### config.mk
export PLATFORM = sky130hd
export DESIGN_NAME = hc595_chain_driver
export DESIGN_NICKNAME = d
export VERILOG_FILES = /design/src/rtl/hc595_pkg.sv /design/src/rtl/hc595_pwm.sv /design/src/rtl/hc595_chain_driver.sv
export SDC_FILE = /design/constraint.sdc
export NUM_CORES = 1
export LEC_CHECK = 0
export CORE_MARGIN = 2
export CORE_UTILIZATION = 40
export CTS_CLUSTER_SIZE = 16
export DETAILED_ROUTE_END_ITERATION = 6
export PLACE_DENSITY = 0.65
export SLEW_MARGIN = 20
export SYNTH_ARGS = -nofsm -noshare
export SYNTH_HDL_FRONTEND = slang
export SYNTH_HIERARCHICAL = 1
export SYNTH_SLANG_ARGS = --single-unit
### constraint.sdc
create_clock -name clk -period 5.45 [get_ports clk]
set_input_delay 0.8175 -clock clk [delete_from_list [all_inputs] [get_ports clk]]
set_output_delay 0.8175 -clock clk [all_outputs]
set_load 0.1 [all_outputs]
### src/rtl/hc595_pkg.sv
// Shared types and constants for the 74x595 chain driver.
package hc595_pkg;

  localparam int BYTE_W = 8;
  localparam int DIV_W  = 8;

  typedef enum logic [2:0] {
    INIT_CLR = 3'd0,
    INIT_LAT = 3'd1,
    IDLE     = 3'd2,
    SHIFT_LO = 3'd3,
    SHIFT_HI = 3'd4,
    LATCH    = 3'd5
  } hc595_state_t;

endpackage

### src/rtl/hc595_pwm.sv
// Output-enable dimmer: free-running 8-bit counter compared against the brightness
// level. Only built when HC595_PWM_EN is defined.
`ifdef HC595_PWM_EN
module hc595_pwm
  import hc595_pkg::*;
(
  input  logic              clk,
  input  logic              rst_n,
  input  logic [BYTE_W-1:0] bright,
  output logic              dark
);

  logic [BYTE_W-1:0] pwm_cnt;

  always_ff @(posedge clk) begin
    if (!rst_n) pwm_cnt <= '0;
    else        pwm_cnt <= pwm_cnt + 8'd1;
  end

  assign dark = (pwm_cnt >= bright);

endmodule
`endif

### src/rtl/hc595_chain_driver.sv
// Serial loader for a chain of cascaded 595 shift/latch registers, MSB first.
// Define HC595_PWM_EN to dim the chain through G using the bright input.
module hc595_chain_driver
  import hc595_pkg::*;
#(
  parameter int CHAIN = 1,
  parameter int DIV   = 2
)
(
  input  logic               clk,
  input  logic               rst_n,
  input  logic               in_valid,
  input  logic [8*CHAIN-1:0] in_data,
  output logic               in_ready,
  output logic               done,
  input  logic [7:0]         bright,
  output logic               SI,
  output logic               SCK,
  output logic               RCK,
  output logic               SCLR,
  output logic               G,
  output logic [2:0]         dbg_state
);

  localparam int W  = BYTE_W * CHAIN;
  localparam int CW = $clog2(W + 1);
  localparam logic [DIV_W-1:0] DIV_LAST = DIV_W'(DIV - 1);

  // Handshake: a word transfers on any rising edge where in_valid && in_ready;
  // in_ready is high only in IDLE (including the done cycle), in_data is ignored otherwise.

  hc595_state_t     state, nxt;
  logic [DIV_W-1:0] cnt, nxt_cnt;
  logic [W-1:0]     shreg, nxt_shreg;
  logic [CW-1:0]    bits, nxt_bits;
  logic             last, nxt_done, nxt_init, dark;

`ifdef HC595_PWM_EN
  hc595_pwm u_pwm (
    .clk    (clk),
    .rst_n  (rst_n),
    .bright (bright),
    .dark   (dark)
  );
`else
  logic unused_bright;
  assign unused_bright = ^bright;
  assign dark          = 1'b0;
`endif

  assign last      = (cnt == DIV_LAST);
  assign dbg_state = state;

  always_comb begin
    nxt       = state;
    nxt_cnt   = cnt + 8'd1;
    nxt_shreg = shreg;
    nxt_bits  = bits;
    nxt_done  = 1'b0;
    case (state)
      INIT_CLR: if (last) nxt = INIT_LAT;
      INIT_LAT: if (last) nxt = IDLE;
      IDLE: begin
        if (in_valid && in_ready) begin
          nxt       = SHIFT_LO;
          nxt_shreg = in_data;
          nxt_bits  = CW'(W);
        end
      end
      SHIFT_LO: if (last) nxt = SHIFT_HI;
      SHIFT_HI: begin
        if (last) begin
          nxt_shreg = shreg << 1;
          nxt_bits  = bits - CW'(1);
          nxt       = (bits == CW'(1)) ? LATCH : SHIFT_LO;
        end
      end
      LATCH: begin
        if (last) begin
          nxt      = IDLE;
          nxt_done = 1'b1;
        end
      end
      default: nxt = INIT_CLR;
    endcase
    // Every phase starts its half-period count from zero; IDLE never counts.
    if (nxt != state || state == IDLE) nxt_cnt = '0;
    nxt_init = (nxt == INIT_CLR) || (nxt == INIT_LAT);
  end

  // Pins are registered from the next state so they line up with the state register.
  always_ff @(posedge clk) begin
    if (!rst_n) begin
      state    <= INIT_CLR;
      cnt      <= '0;
      shreg    <= '0;
      bits     <= '0;
      SI       <= 1'b0;
      SCK      <= 1'b0;
      RCK      <= 1'b0;
      SCLR     <= 1'b0;
      G        <= 1'b1;
      in_ready <= 1'b0;
      done     <= 1'b0;
    end else begin
      state    <= nxt;
      cnt      <= nxt_cnt;
      shreg    <= nxt_shreg;
      bits     <= nxt_bits;
      SI       <= (nxt == SHIFT_LO) ? nxt_shreg[W-1] : SI;
      SCK      <= (nxt == SHIFT_HI);
      RCK      <= (nxt == INIT_LAT) || (nxt == LATCH);
      SCLR     <= (nxt != INIT_CLR);
      G        <= nxt_init | dark;
      in_ready <= (nxt == IDLE);
      done     <= nxt_done;
    end
  end

endmodule

After elaboration in Yosys (flattened, before gate mapping)
Cells that the tools add are included.
{"block": "word_totals", "ff_bits": 30, "in_bits": 19, "out_inout_bits": 10}
{"block": "op_classes", "addsub": 2, "n_eq_ne": 15, "muxes": 14, "bitwise_logic": 1, "n_reduce_logical": 12}
{"cell": "3-bit 2-to-1 mux", "n": 6}
{"cell": "8-bit 2-to-1 mux", "n": 2}
{"cell": "8-bit case mux with 2 select lines", "n": 1}
{"cell": "3-bit case mux with 5 select lines", "n": 1}
{"cell": "3-bit by 2-bit equality test with 1-bit output, second input constant", "n": 4}
{"cell": "3-bit equality test, second input constant", "n": 4}
{"cell": "8-bit by 1-bit adder with 8-bit output, second input constant", "n": 1}
{"cell": "8-bit by 1-bit equality test with 1-bit output, second input constant", "n": 1}
{"cell": "4-bit 2-to-1 mux", "n": 2}
{"cell": "4-bit case mux with 2 select lines", "n": 1}
{"cell": "3-bit by 1-bit equality test with 1-bit output, second input constant", "n": 2}
{"cell": "3-bit zero test", "n": 2}
{"cell": "4-bit by 1-bit equality test with 1-bit output, second input constant", "n": 1}
{"cell": "2-bit inequality test, second input constant", "n": 2}
{"cell": "2-bit OR reduction", "n": 2}
{"cell": "4-bit by 1-bit subtractor with 4-bit output, second input constant", "n": 1}
{"cell": "1-bit logical OR", "n": 3}
{"cell": "3-bit inequality test", "n": 1}
{"cell": "3-bit AND reduction", "n": 1}
{"cell": "3-bit nonzero test", "n": 1}
{"cell": "2-bit AND reduction", "n": 1}
{"cell": "2-bit nonzero test", "n": 1}
{"cell": "1-bit logical AND", "n": 1}
{"cell": "1-bit 2-to-1 mux", "n": 1}
{"cell": "1-bit NOT", "n": 1}

Logic depth before layout (Yosys ltp)
{"block": "depth", "ltp_word": 7, "depth_mapped": 8, "ltp_nobuf": 7}

Worst setup path before layout
OpenSTA, ideal clock, no wires.
{"block": "synth_path", "kind": "register to register", "startpoint": "register state[1] (netlist: dbg_state[1])", "endpoint": "register SI", "setup_ns": 0.116, "arrival_ns": 2.351, "t_required_ns": 5.334, "slack_ns": 2.983, "stages_incl_launch_ff": 7, "period_less_slack_ns": 2.467, "path_cell_list": "dfxtp_1 > buf_4 > or3b_4 > or2_2 > o311ai_2 > a21oi_1 > a31o_1"}
{"block": "synth_between", "elab_chain_len": 4, "word_cells_on_any_way": 15, "cone_classes": "6 x eq/ne; 7 x mux; 2 x reduce/logical"}
{"element": "from (decl)", "line_no": "hc595_chain_driver.sv:32", "source": "hc595_state_t state, nxt;"}
{"element": "from (signal assigned)", "line_no": "hc595_chain_driver.sv:106", "source": "state <= nxt;"}
{"element": "3-bit equality test / 3-bit by 1-bit equality test with 1-bit output (equally long branches)", "line_no": "hc595_chain_driver.sv:60", "source": "case (state)"}
{"element": "2-bit OR reduction (no line)"}
{"element": "3-bit case mux with 5 select lines", "line_no": "hc595_chain_driver.sv:60"}
{"element": "3-bit by 2-bit equality test with 1-bit output", "line_no": "hc595_chain_driver.sv:110", "source": "SI <= (nxt == SHIFT_LO) ? nxt_shreg[W-1] : SI;"}
{"element": "to (signal assigned)", "line_no": "hc595_chain_driver.sv:110"}
{"element": "to (decl)", "line_no": "hc595_chain_driver.sv:17", "source": "output logic SI,"}
Several ways; a longest one is shown, not always the timed one.
A chain may end at the register's enable or synchronous reset.

Worst setup path after layout
{"block": "layout_path", "startpoint": "register state[2] (netlist: dbg_state[2])", "endpoint": "output dbg_state[2]"}
{"element": "to (decl)", "line_no": "hc595_chain_driver.sv:22", "source": "output logic [2:0] dbg_state"}
No word-level cell between the ends.

==> out/results.txt <==
29 I/O pins were placed. In this run the most critical hold path is launched from shreg[1]$_SDFFE_PN0P_. The first global-routing pass estimated 4240 um of wire. The max-cap violation count is 0, and the maximum level of the CTS H-tree is 2. The hold violation count in the final report is 0. The number of antenna violations at the first check in global routing was 0. Clock root buffer: clkbuf_4. The count of buffers added by post-CTS timing repair for setup came out at 0. In the routed design, unresolved DRC markers number 0. STA classifies the critical path startpoint as a register.

The final layout contains routed wiring with a total length of 2570 um. Dividing the detail-routed wire length by the instance count gives 12.0 um. The library cell used most frequently in the layout, excluding fill and tap cells, is dfxtp_1. For this configuration, the core starts out at a cell density of 41.0%.

In the final layout, the share of cells above drive strength 1 is 9.47%. Clock skew on the completed layout was measured at 0.00658 ns. For the placement-stage cell area, the log shows 0.00157 sq mm. In this run, the number of DRC markers left after iteration 0 of detailed routing was 38. The TritonCTS buffer count is 5. The run finished with clean final reports. The critical path goes through clkdlybuf4s50_1. The remaining global-route overflow was 0. The detailed-routing iteration count for the pre-antenna-repair pass is 4, and the count of hold-fix buffers inserted at cts is 0. Once placement completed, the tool counted placed cells totaling 208. The count of non-filler cells in the finished layout is 215, and the highest fanout seen on the critical path is 12.

The worst path arrival time came out at 2.08 ns. Dividing total power by cell area gives a power density of 323 mW/mm^2. In this run, synthesis produced a sequential element count of 30. For the number of diodes added for antenna fixing, the log shows 0.

The logs give 0 for the count of final max-slew check failures and 34.9% for the relative slew slack. The tools report the launching point of the worst reg2reg path as cnt[0]$_SDFF_PP0_. The via density per instance is 5.06, and the synthesis warning total is 6.

The worst IR drop on VDD is 142 uV. The worst path uses 53.2% of the clock period. The maximum cell stage delay along the critical path is 1.20 ns. When the netlist entered floorplanning its net count stood at 171. Summing every instance area after synthesis gives 0.00135 sq mm. The cell family contributing the most delay on the critical path is buffers and inverters.

From synthesis to final layout, the design area changed by 20.3%. Adding up every negative setup slack in the final design gives 0 ns. Via count of the routed design: 1,087. STA classifies the critical path endpoint as a primary output. The later pin in the worst-skew pair is clocked with a latency of 0.32 ns. Upper clock frequency limit: 345 MHz. Standard cell with the maximum stage delay on the critical path: clkdlybuf4s50_1.

The worst setup path is of the reg -> out kind. The count of port buffers added during placement came out at 20. The run gives 41 as the distinct cell type count after synthesis.

Gates resized during post-CTS repair numbered 0. The number of sinks on the clock net was 30. The kind of path behind the tightest hold check is reg -> reg. The required time of the critical path is 4.63 ns. The final layout contains 192 nets. The number of buffers and inverters on the critical path is 1, and the fraction of registers with async set/reset is 0%. The number of global-route vias before repair came out at 1,006. From left edge to right edge, the die measures 62.0 um. Counting flops with a built-in enable in the synthesized netlist gives 0. The clock-pin transition on the worst setup and hold timing paths is 0.08 ns, and the floorplan core area is 0.00328 sq mm.

The share of the yosys chip area belonging to registers came out at 44.6%. The post-detailed-placement half-perimeter wirelength was 1900 um. The predominant post-synthesis flop cell is dfxtp_1. For the pin with the worst max-slew slack, the measured transition is 0.974 ns. The total routing usage reported by global routing is 15.5%.

The floorplan step set the die height to 62.0 um. The initialized floorplan defines 21 standard-cell rows. Setup repair after global routing left no endpoint under its margin.

For this design the static power due to leakage is 0.000568 uW. The buffer levels on the longest clock path is 2. The critical path launch point is dbg_state[2]$_SDFF_PN0_. The finished cells cover 0.00162 sq mm.

Setup violations remaining at the end of the flow were counted as 0. Entering global routing, the biggest net connects 21 pins. The cell count after synthesis came out at 148.

In this run the remaining antenna-violating nets after routing total 0. The congestion estimate from routability-driven global placement came to 0.800. The floorplan step defined a die boundary enclosing 0.00385 sq mm. TritonCTS built the clock tree.

In the layout the commonest cells are dfxtp_1 (30), clkdlybuf4s50_1 (20), nand2_1 (16). The synthesized area per cell works out to 9.10 sq um. The clock period minus final worst setup slack came out at 2.90 ns.
metal layers:
metal | track usage (%) | share of wire [%] | vias up | wire, um
li1 | - | - | 561 | -
met5 | 0 | 0 | - | 0
met3 | 6.21 | 3.3 | 6 | 84
met1 | 15.8 | 42 | 507 | 1080
met4 | 6.38 | 2.1 | 0 | 53
met2 | 28.0 | 53 | 13 | 1360
per-stage QoR:
stage	util [%]	hold WS (ns)	total power, uW	setup slack (ns)
6_report	49.3	0.473	523	2.55
5_1_grt	49.3	0.504	554	2.44
4_1_cts	49.3	0.477	530	2.55
3_5_place_dp	47.9	0.464	413	2.91
3_3_place_gp	47.9	0.454	411	2.90
2_1_floorplan	-	0.439	375	2.98
synth_stat cells (2+ instances only):
cell type  count  share of area, %
and3_2         2               1.1
and2_1         4               1.9
inv_1          5               1.4
clkbuf_1       2              0.56
nor3_1         2              0.74
a21oi_1        6               2.2
a21boi_0       7               3.9
nand2_1       16               4.5
nor2b_1        3               1.4
dfxtp_1       30                45
xor2_1         7               4.6
ha_1           4               3.7
a22oi_1        6               3.3
nand3_1       10               3.7
and3_1         2              0.93
buf_2          3               1.1
o21ai_0        3               1.1
nor2_1        13               3.6
area by class of cell:
cell class / count / area, sq um
clock buffer: 7 / 45.0
fill: 330 / 1670
inverter: 5 / 18.8
multi-input combinational: 107 / 697
sequential: 30 / 601
tap: 46 / 57.6
timing repair buffer: 20 / 200
flip-flops by register name, summed over array words and instances, names as in the netlist, 3 cells and up:
register and cells:
bits 4, cnt 8, dbg_state 3, shreg 8
logic make-up (layout without fill, tap and decap cells):
| kind of cell | after synthesis | count (layout) | synth area share (%) |
|---|---|---|---|
| AO/OA/AOI/OAI | 31 | 31 | 16.8 |
| XOR/XNOR | 8 | 8 | 5.20 |
| adder cells (fa/ha/maj) | 4 | 4 | 3.72 |
| buffers and inverters | 11 | 32 | 3.62 |
| flip-flops | 30 | 30 | 44.6 |
| AND/OR/NAND/NOR | 64 | 64 | 26.0 |
final timing paths:
| path | to | slack (ns) | depth (start not counted) |
|---|---|---|---|
| hold reg to reg | shreg[1]$_SDFFE_PN0P_ | 0.47 | 2 |
| setup reg to reg | SI$_SDFFE_PN0N_ | 3.34 | 6 |
| setup / recovery | dbg_state[2] | 2.55 | 1 |
| hold / removal | shreg[1]$_SDFFE_PN0P_ | 0.47 | 2 |
tightest hold or removal path: stages, from the launching register on:
cell and delay [ns]:
dfxtp_1 0.31, nand2_1 0.05, a21boi_0 0.07
where the power goes:
part           total [uW]  switching (uW)  internal (uW)
Sequential            250            16.8            234
Clock                 116            67.9           48.5
Combinational         156             111           45.5
(Power assumes the default switching activity.)
